==> src/rtl/fib_if.sv <==
// Request/acknowledge link between the Fibonacci requester (master) and the engine (slave).
interface fib_if #(
  parameter int N_IN  = 7,
  parameter int N_OUT = 90
);
  logic             req;
  logic [N_IN-1:0]  n;
  logic             ack;
  logic [N_OUT-1:0] result;

  modport master (output req, output n, input ack, input result);
  modport slave  (input req, input n, output ack, output result);
endinterface

==> src/rtl/fib_requester.sv <==
// Sweeps n_first..n_last through the Fibonacci engine, strobes each result,
// checks the recurrence on consecutive results and bounds every request with a timeout.
module fib_requester #(
  parameter int N_IN    = 7,
  parameter int N_OUT   = 90,
  parameter int TIMEOUT = 1023,
  parameter int GAP     = 2
) (
  input  logic             clk,
  input  logic             rst,
  input  logic             start_i,
  input  logic [N_IN-1:0]  n_first_i,
  input  logic [N_IN-1:0]  n_last_i,
  output logic             busy_o,
  output logic             done_o,
  output logic             cfg_err_o,
  output logic             timeout_err_o,
  output logic             seq_err_o,
  output logic             res_valid_o,
  output logic [N_IN-1:0]  res_n_o,
  output logic [N_OUT-1:0] res_value_o,
  fib_if.master            eng
);

  localparam int TO_W = $clog2(TIMEOUT + 1);

  typedef enum logic [2:0] {
    S_IDLE    = 3'd0,
    S_REQ_CLR = 3'd1,
    S_REQ_ACK = 3'd2,
    S_REL     = 3'd3,
    S_FIN     = 3'd4
  } state_t;

  state_t           state_q;
  logic [N_IN-1:0]  cur_q;
  logic [N_IN-1:0]  last_q;
  logic [N_IN-1:0]  n_q;
  logic             req_q;
  logic             busy_q;
  logic             done_q;
  logic             cfg_err_q;
  logic             timeout_err_q;
  logic             seq_err_q;
  logic             res_valid_q;
  logic [N_IN-1:0]  res_n_q;
  logic [N_OUT-1:0] res_value_q;
  logic [N_OUT-1:0] p1_q;
  logic [N_OUT-1:0] p2_q;
  logic [1:0]       hist_q;
  logic [TO_W-1:0]  to_cnt_q;
  logic [3:0]       gap_q;

  logic [N_OUT-1:0] sum_d;
  logic [N_IN-1:0]  cur_inc_d;
  logic [TO_W-1:0]  to_inc_d;
  logic             range_bad_d;
  logic             seq_bad_d;

  // Next-value helpers: recurrence sum, index increment and range validity
  always_comb begin
    sum_d       = p1_q + p2_q;
    cur_inc_d   = cur_q + {{(N_IN-1){1'b0}}, 1'b1};
    to_inc_d    = to_cnt_q + {{(TO_W-1){1'b0}}, 1'b1};
    range_bad_d = (n_first_i == {N_IN{1'b0}}) || (n_first_i > n_last_i);
    if (hist_q == 2'd2) begin
      seq_bad_d = (eng.result != sum_d);
    end else begin
      seq_bad_d = 1'b0;
    end
  end

  // Sweep controller with registered handshake, status and result outputs
  always_ff @(posedge clk or posedge rst) begin
    if (rst) begin
      state_q       <= S_IDLE;
      cur_q         <= '0;
      last_q        <= '0;
      n_q           <= '0;
      req_q         <= 1'b0;
      busy_q        <= 1'b0;
      done_q        <= 1'b0;
      cfg_err_q     <= 1'b0;
      timeout_err_q <= 1'b0;
      seq_err_q     <= 1'b0;
      res_valid_q   <= 1'b0;
      res_n_q       <= '0;
      res_value_q   <= '0;
      p1_q          <= '0;
      p2_q          <= '0;
      hist_q        <= 2'd0;
      to_cnt_q      <= '0;
      gap_q         <= 4'd0;
    end else begin
      done_q      <= 1'b0;
      res_valid_q <= 1'b0;
      case (state_q)
        S_IDLE: begin
          if (start_i) begin
            if (range_bad_d) begin
              cfg_err_q <= 1'b1;
              done_q    <= 1'b1;
            end else begin
              last_q        <= n_last_i;
              cur_q         <= n_first_i;
              n_q           <= n_first_i;
              cfg_err_q     <= 1'b0;
              timeout_err_q <= 1'b0;
              seq_err_q     <= 1'b0;
              hist_q        <= 2'd0;
              busy_q        <= 1'b1;
              req_q         <= 1'b1;
              to_cnt_q      <= '0;
              state_q       <= S_REQ_CLR;
            end
          end
        end
        S_REQ_CLR, S_REQ_ACK: begin
          // REQ_CLR only waits for the stale ack of the previous transfer to fall
          if ((state_q == S_REQ_ACK) && eng.ack) begin
            res_valid_q <= 1'b1;
            res_n_q     <= cur_q;
            res_value_q <= eng.result;
            seq_err_q   <= seq_err_q | seq_bad_d;
            p2_q        <= p1_q;
            p1_q        <= eng.result;
            if (hist_q != 2'd2) begin
              hist_q <= hist_q + 2'd1;
            end
            req_q   <= 1'b0;
            gap_q   <= 4'd0;
            state_q <= S_REL;
          end else if (to_cnt_q == TO_W'(TIMEOUT - 1)) begin
            req_q         <= 1'b0;
            timeout_err_q <= 1'b1;
            state_q       <= S_FIN;
          end else begin
            to_cnt_q <= to_inc_d;
            if ((state_q == S_REQ_CLR) && !eng.ack) begin
              state_q <= S_REQ_ACK;
            end
          end
        end
        S_REL: begin
          if (gap_q == 4'(GAP - 1)) begin
            if (cur_q == last_q) begin
              state_q <= S_FIN;
            end else begin
              cur_q    <= cur_inc_d;
              n_q      <= cur_inc_d;
              req_q    <= 1'b1;
              to_cnt_q <= '0;
              state_q  <= S_REQ_CLR;
            end
          end else begin
            gap_q <= gap_q + 4'd1;
          end
        end
        S_FIN: begin
          done_q  <= 1'b1;
          busy_q  <= 1'b0;
          state_q <= S_IDLE;
        end
        default: begin
          req_q   <= 1'b0;
          busy_q  <= 1'b0;
          state_q <= S_IDLE;
        end
      endcase
    end
  end

  assign eng.req       = req_q;
  assign eng.n         = n_q;
  assign busy_o        = busy_q;
  assign done_o        = done_q;
  assign cfg_err_o     = cfg_err_q;
  assign timeout_err_o = timeout_err_q;
  assign seq_err_o     = seq_err_q;
  assign res_valid_o   = res_valid_q;
  assign res_n_o       = res_n_q;
  assign res_value_o   = res_value_q;

endmodule

==> src/flat_wrapper.sv <==
// flat-port wrapper written by rule: the top's interface ports become plain ports
module fib_requester_flat 
#(
  parameter int N_IN    = 7,
  parameter int N_OUT   = 90,
  parameter int TIMEOUT = 1023,
  parameter int GAP     = 2
)
  (clk, rst, start_i, n_first_i, n_last_i, busy_o, done_o, cfg_err_o, timeout_err_o, seq_err_o, res_valid_o, res_n_o, res_value_o, eng_req, eng_n, eng_ack, eng_result);
  fib_if #(.N_IN(N_IN), .N_OUT(N_OUT)) eng_i ();
  input  logic clk;
  input  logic rst;
  input  logic start_i;
  input  logic [N_IN-1:0] n_first_i;
  input  logic [N_IN-1:0] n_last_i;
  output logic busy_o;
  output logic done_o;
  output logic cfg_err_o;
  output logic timeout_err_o;
  output logic seq_err_o;
  output logic res_valid_o;
  output logic [N_IN-1:0] res_n_o;
  output logic [N_OUT-1:0] res_value_o;
  output wire logic [$bits(eng_i.req)-1:0] eng_req;
  output wire logic [$bits(eng_i.n)-1:0] eng_n;
  input wire logic [$bits(eng_i.ack)-1:0] eng_ack;
  input wire logic [$bits(eng_i.result)-1:0] eng_result;
  assign eng_req = eng_i.req;
  assign eng_n = eng_i.n;
  assign eng_i.ack = eng_ack;
  assign eng_i.result = eng_result;
  fib_requester #(.N_IN(N_IN), .N_OUT(N_OUT), .TIMEOUT(TIMEOUT), .GAP(GAP)) u_core (.clk(clk), .rst(rst), .start_i(start_i), .n_first_i(n_first_i), .n_last_i(n_last_i), .busy_o(busy_o), .done_o(done_o), .cfg_err_o(cfg_err_o), .timeout_err_o(timeout_err_o), .seq_err_o(seq_err_o), .res_valid_o(res_valid_o), .res_n_o(res_n_o), .res_value_o(res_value_o), .eng(eng_i));
endmodule
==> config.mk <==
export PLATFORM = sky130hd
export DESIGN_NAME = fib_requester_flat
export DESIGN_NICKNAME = d
export VERILOG_FILES = /design/src/rtl/fib_if.sv /design/src/rtl/fib_requester.sv /design/src/flat_wrapper.sv
export SDC_FILE = /design/constraint.sdc
export NUM_CORES = 1
export LEC_CHECK = 0
export ABC_AREA = 1
export BUFFER_PORTS_ARGS = -buffer_cell sky130_fd_sc_hd__buf_4
export CORE_ASPECT_RATIO = 1.5
export CORE_MARGIN = 4
export CORE_UTILIZATION = 30
export CTS_CLUSTER_SIZE = 20
export DETAILED_ROUTE_END_ITERATION = 7
export SKIP_CTS_REPAIR_TIMING = 1
export SLEW_MARGIN = 20
export SYNTH_ARGS = -nofsm -noshare
export SYNTH_HDL_FRONTEND = slang
export SYNTH_SLANG_ARGS = --single-unit
export TNS_END_PERCENT = 100
==> constraint.sdc <==
create_clock -name clk -period 8.7 [get_ports clk]
set_input_delay 0.87 -clock clk [delete_from_list [all_inputs] [get_ports clk]]
set_output_delay 0.87 -clock clk [all_outputs]
set_load 0.02 [all_outputs]
==> impl_metrics.py <==
metrics = {
    "status": {
        "outcome": "finished clean",
    },
    "synth": {
        "ys_seq_elements": 227,
        "ys_types": 38,
        "syn-cell-area_um2": 19200,
        "synthCells": 3124,
        "synth-main-ff-cell": "dfrtp_1",
        "async_flop_share_pct": 100,
        "synth.avg_cell_area_um2": 6.15,
        "synth_edf_count": 0,
        "seq_area_frac_synth_pct": 29.6,
        "synth_fp_nets": 3335,
        "yosys_warnings": 0,
    },
    "routing": {
        "drc": 0,
        "first_pass_iters": 6,
        "vias": 19100,
        "ant_nets": 0,
        "avgRoutedWirePerCell_um": 17.2,
        "viasPerCell": 4.60,
        "drt_wl_total_mm": 71.4,
        "drt_iter0_drc": 1053,
    },
    "cts": {
        "cts_num_sinks": 227,
        "clk_pin_slew_worst_paths_ns": 0.07,
        "cts_root_buffer": "clkbuf_16",
        "h-tree-depth": 1,
        "cts.path.max_buffers": 3,
        "insertion_delay_ns": 0.56,
        "cts_made_buffers": 23,
        "cts_tree": "done",
    },
    "final_layout": {
        "regArea_um2": 5680,
        "syn2layout_area_growth_pct": 17.3,
        "design_area_um2": 22500,
        "insertedDiodeCount": 0,
        "drive_above_1_share_pct": 10.9,
        "multi_input_area_um2": 11200,
        "fillCellCount": 7124,
        "fin_util_pct": 35.6,
        "nets": 3539,
    },
    "worst_setup_path": {
        "cp_top_family": "buffers and inverters",
        "end_kind": "flip-flop",
        "path_cells": "inv_1 > nand3_1 > nor2_4 > buf_4 > inv_6 > nand2_1 > a211oi_2 > nand3_2 > nor2_4 > inv_1 > o31ai_1",
        "cp.required_ns": 9.18,
        "critPathMaxFanout": 121,
        "slowest_delay_ns": 0.65,
        "crit_slowest_cell": "inv_6",
        "critPathBufInv": 4,
        "critPathArrivalTime_ns": 4.07,
        "path_class": "reg2reg",
        "cp-start-kind": "flip-flop",
    },
    "die": {
        "fp.dieW_um": 215,
        "dieHeight_um": 318,
        "die_area_um2": 68200,
        "start_util_pct": 30.3,
        "ios": 219,
        "coreArea_um2": 63300,
        "placementRows": 113,
    },
    "grt": {
        "grt_pass1_wl_mm": 109,
        "grt_use_total_pct": 20.4,
        "grt_pass1_vias": 19000,
        "gr-total-overflow": 0,
        "antenna_found_initial": 0,
        "grt_start_max_net_pins": 122,
    },
    "placed_design": {
        "gp_congestion": 1.01,
        "dp_hpwl_mm": 60.9,
        "placed_cell_area_um2": 21700,
        "post-place-ws_ns": 4.70,
        "portBuffers": 218,
    },
    "sta": {
        "worst_pin_slew_ns": 0.923,
        "min_period_ns": 3.59,
        "post-route-period-util_pct": 41.3,
        "slew_viol_final": 0,
        "setup_viol": 0,
        "fmax_ghz": 0.278,
        "rsz0062_at_grt": "false",
        "finalHoldViolCount": 0,
        "slew_headroom_pct": 38.4,
        "fin_tns_setup_ns": 0,
        "skew_ns": 0.0108,
        "setup_ws_ns": 5.11,
    },
    "pwr": {
        "power_switching_mw": 5.58,
        "vdd_drop_max_uv": 169,
        "p_int_mw": 4.40,
        "pwr-share-clk_pct": 10.5,
        "switching_share_pct": 55.9,
        "comb_power_share_pct": 70.1,
        "p_total_mw": 9.98,
        "power.density_nw_per_um2": 443,
        "p_leak_nw": 12.6,
        "power_frac_seq_pct": 19.4,
    },
    "run": {
        "drv_cap": 0,
    },
    "hold_path": {
        "hp-class": "in2async",
    },
}
-- cell usage in the layout (no fill, tap or decap), drive strengths merged --
cell      netlist  layout
nand3         129     129
a21boi          1       1
xnor2          38      38
buf             4     223
and3            3       3
clkinvlp        0       3
a211oi          1       1
o21bai         13      13
o31ai           2       2
clkinv          3       6
ha            102     102
xor2           73      73
dfrtp         227     227
nor2          265     265
nor4            4       4
a31oi           3       3
nand2        1225    1225
inv           576     578
bufinv          0       2
o21ai         213     213
clkbuf         40      32
o211ai          6       6
nor3           26      26
a21o            3       3
nand4          25      25
nand3b         26      26
o22ai           1       1
fa              1       1
mux2            1       1
a21oi         113     113
-- path summary, 6_finish.rpt --
check	start	endpoint	slack, ns	cells past startpoint
setup / recovery	u_core.state_q[2]$_DFFE_PP0P_	u_core.eng.n[1]$_DFFE_PP0P_	5.11	11
hold / removal	rst	u_core.res_n_o[6]$_DFFE_PP0P_	0.43	2
setup reg to reg	u_core.state_q[2]$_DFFE_PP0P_	u_core.eng.n[1]$_DFFE_PP0P_	5.11	11
hold reg to reg	u_core.p2_q[66]$_DFFE_PP0P_	u_core.p2_q[66]$_DFFE_PP0P_	0.48	2
max in group asynchronous	rst	u_core.p1_q[55]$_DFFE_PP0P_	6.84	3
min in group clk	u_core.p2_q[66]$_DFFE_PP0P_	u_core.p2_q[66]$_DFFE_PP0P_	0.48	2
-- cell families (layout without fill, tap and decap cells) --
logic type,after synthesis,after routing,synth area share [%]
and+or+nand+nor,1703,1703,36.7
DFF,227,227,29.6
adders and majority gates,103,103,6.75
buffers and inverters,623,844,12.2
AOI/OAI and AO/OA,356,356,9.67
xor gates and xnor gates,111,111,5.06
muxes,1,1,0.0586
-- power groups by stage --
| stage | logic, mW | registers (mW) | clock network, mW |
|---|---|---|---|
| global placement | 6.95 | 1.95 | 0 |
| floorplan | 4.44 | 2.13 | 0 |
| finish | 6.99 | 1.93 | 1.05 |
| global route | 7.80 | 2.01 | 1.12 |
| detailed placement | 6.98 | 1.95 | 0 |
| CTS | 7.01 | 1.94 | 1.08 |
-- worst reg2reg max path, delay by kind of cell, from the launching register on --
kind                   cells  cell delay, ns
flip-flops                 1            0.41
AO/OA/AOI/OAI              2            0.46
AND/OR/NAND/NOR            5            1.30
buffers and inverters      4            1.33
-- routing by layer --
layer	track usage, %	part of all wire, %
met5	0	0
met4	11.7	6.9
met3	1.93	3.3
met2	37.3	50
met1	22.9	39
-- cell usage after synthesis, types with 5 or more instances --
| cell type | count | area [um^2] |
|---|---|---|
| nor2_1 | 221 | 830 |
| nor2_4 | 5 | 56.3 |
| o211ai_1 | 6 | 45.0 |
| nand4_1 | 25 | 156 |
| nor3_2 | 6 | 60.1 |
| nor3_1 | 18 | 90.1 |
| nand3b_1 | 25 | 188 |
| o21bai_1 | 13 | 97.6 |
| nand3_1 | 117 | 586 |
| xnor2_1 | 38 | 333 |
| nand3_2 | 12 | 120 |
| nand2_1 | 1211 | 4550 |
| clkbuf_1 | 40 | 150 |
| dfrtp_1 | 227 | 5680 |
| inv_1 | 553 | 2080 |
| xor2_1 | 73 | 639 |
| nor2_2 | 39 | 244 |
| a21oi_1 | 113 | 566 |
| o21ai_0 | 211 | 1060 |
| ha_1 | 102 | 1280 |
| inv_2 | 23 | 86.3 |
| nand2_2 | 14 | 87.6 |
-- state kept, by name (all words and copies together) (netlist names) --
register	count
u_core.p1_q	90
u_core.p2_q	90
u_core.to_cnt_q	10
u_core.eng.n	7
u_core.last_q	7
u_core.res_n_o	7
u_core.gap_q	4
u_core.state_q	3
u_core.hist_q	2
u_core.busy_o	1
u_core.cfg_err_o	1
u_core.done_o	1
u_core.eng.req	1
u_core.res_valid_o	1
u_core.seq_err_o	1
u_core.timeout_err_o	1
-- area by class of cell --
cell class	instances	area share, %
repair buffers	223	7.43
clock buffers	32	2.93
well taps	805	4.47
multi-input cells	2274	49.7
clock inverters	10	0.561
inverters	579	9.70
flip-flops and latches	227	25.2
-- per-stage QoR --
stage	cells	hold slack (ns)
final	4150	0.433
after floorplan	3124	0.446
after CTS	4150	0.454
after global routing	4150	0.490
after detailed placement	4108	0.463
after global placement	4108	0.458
Note: power is estimated with default switching activity, not from simulation.
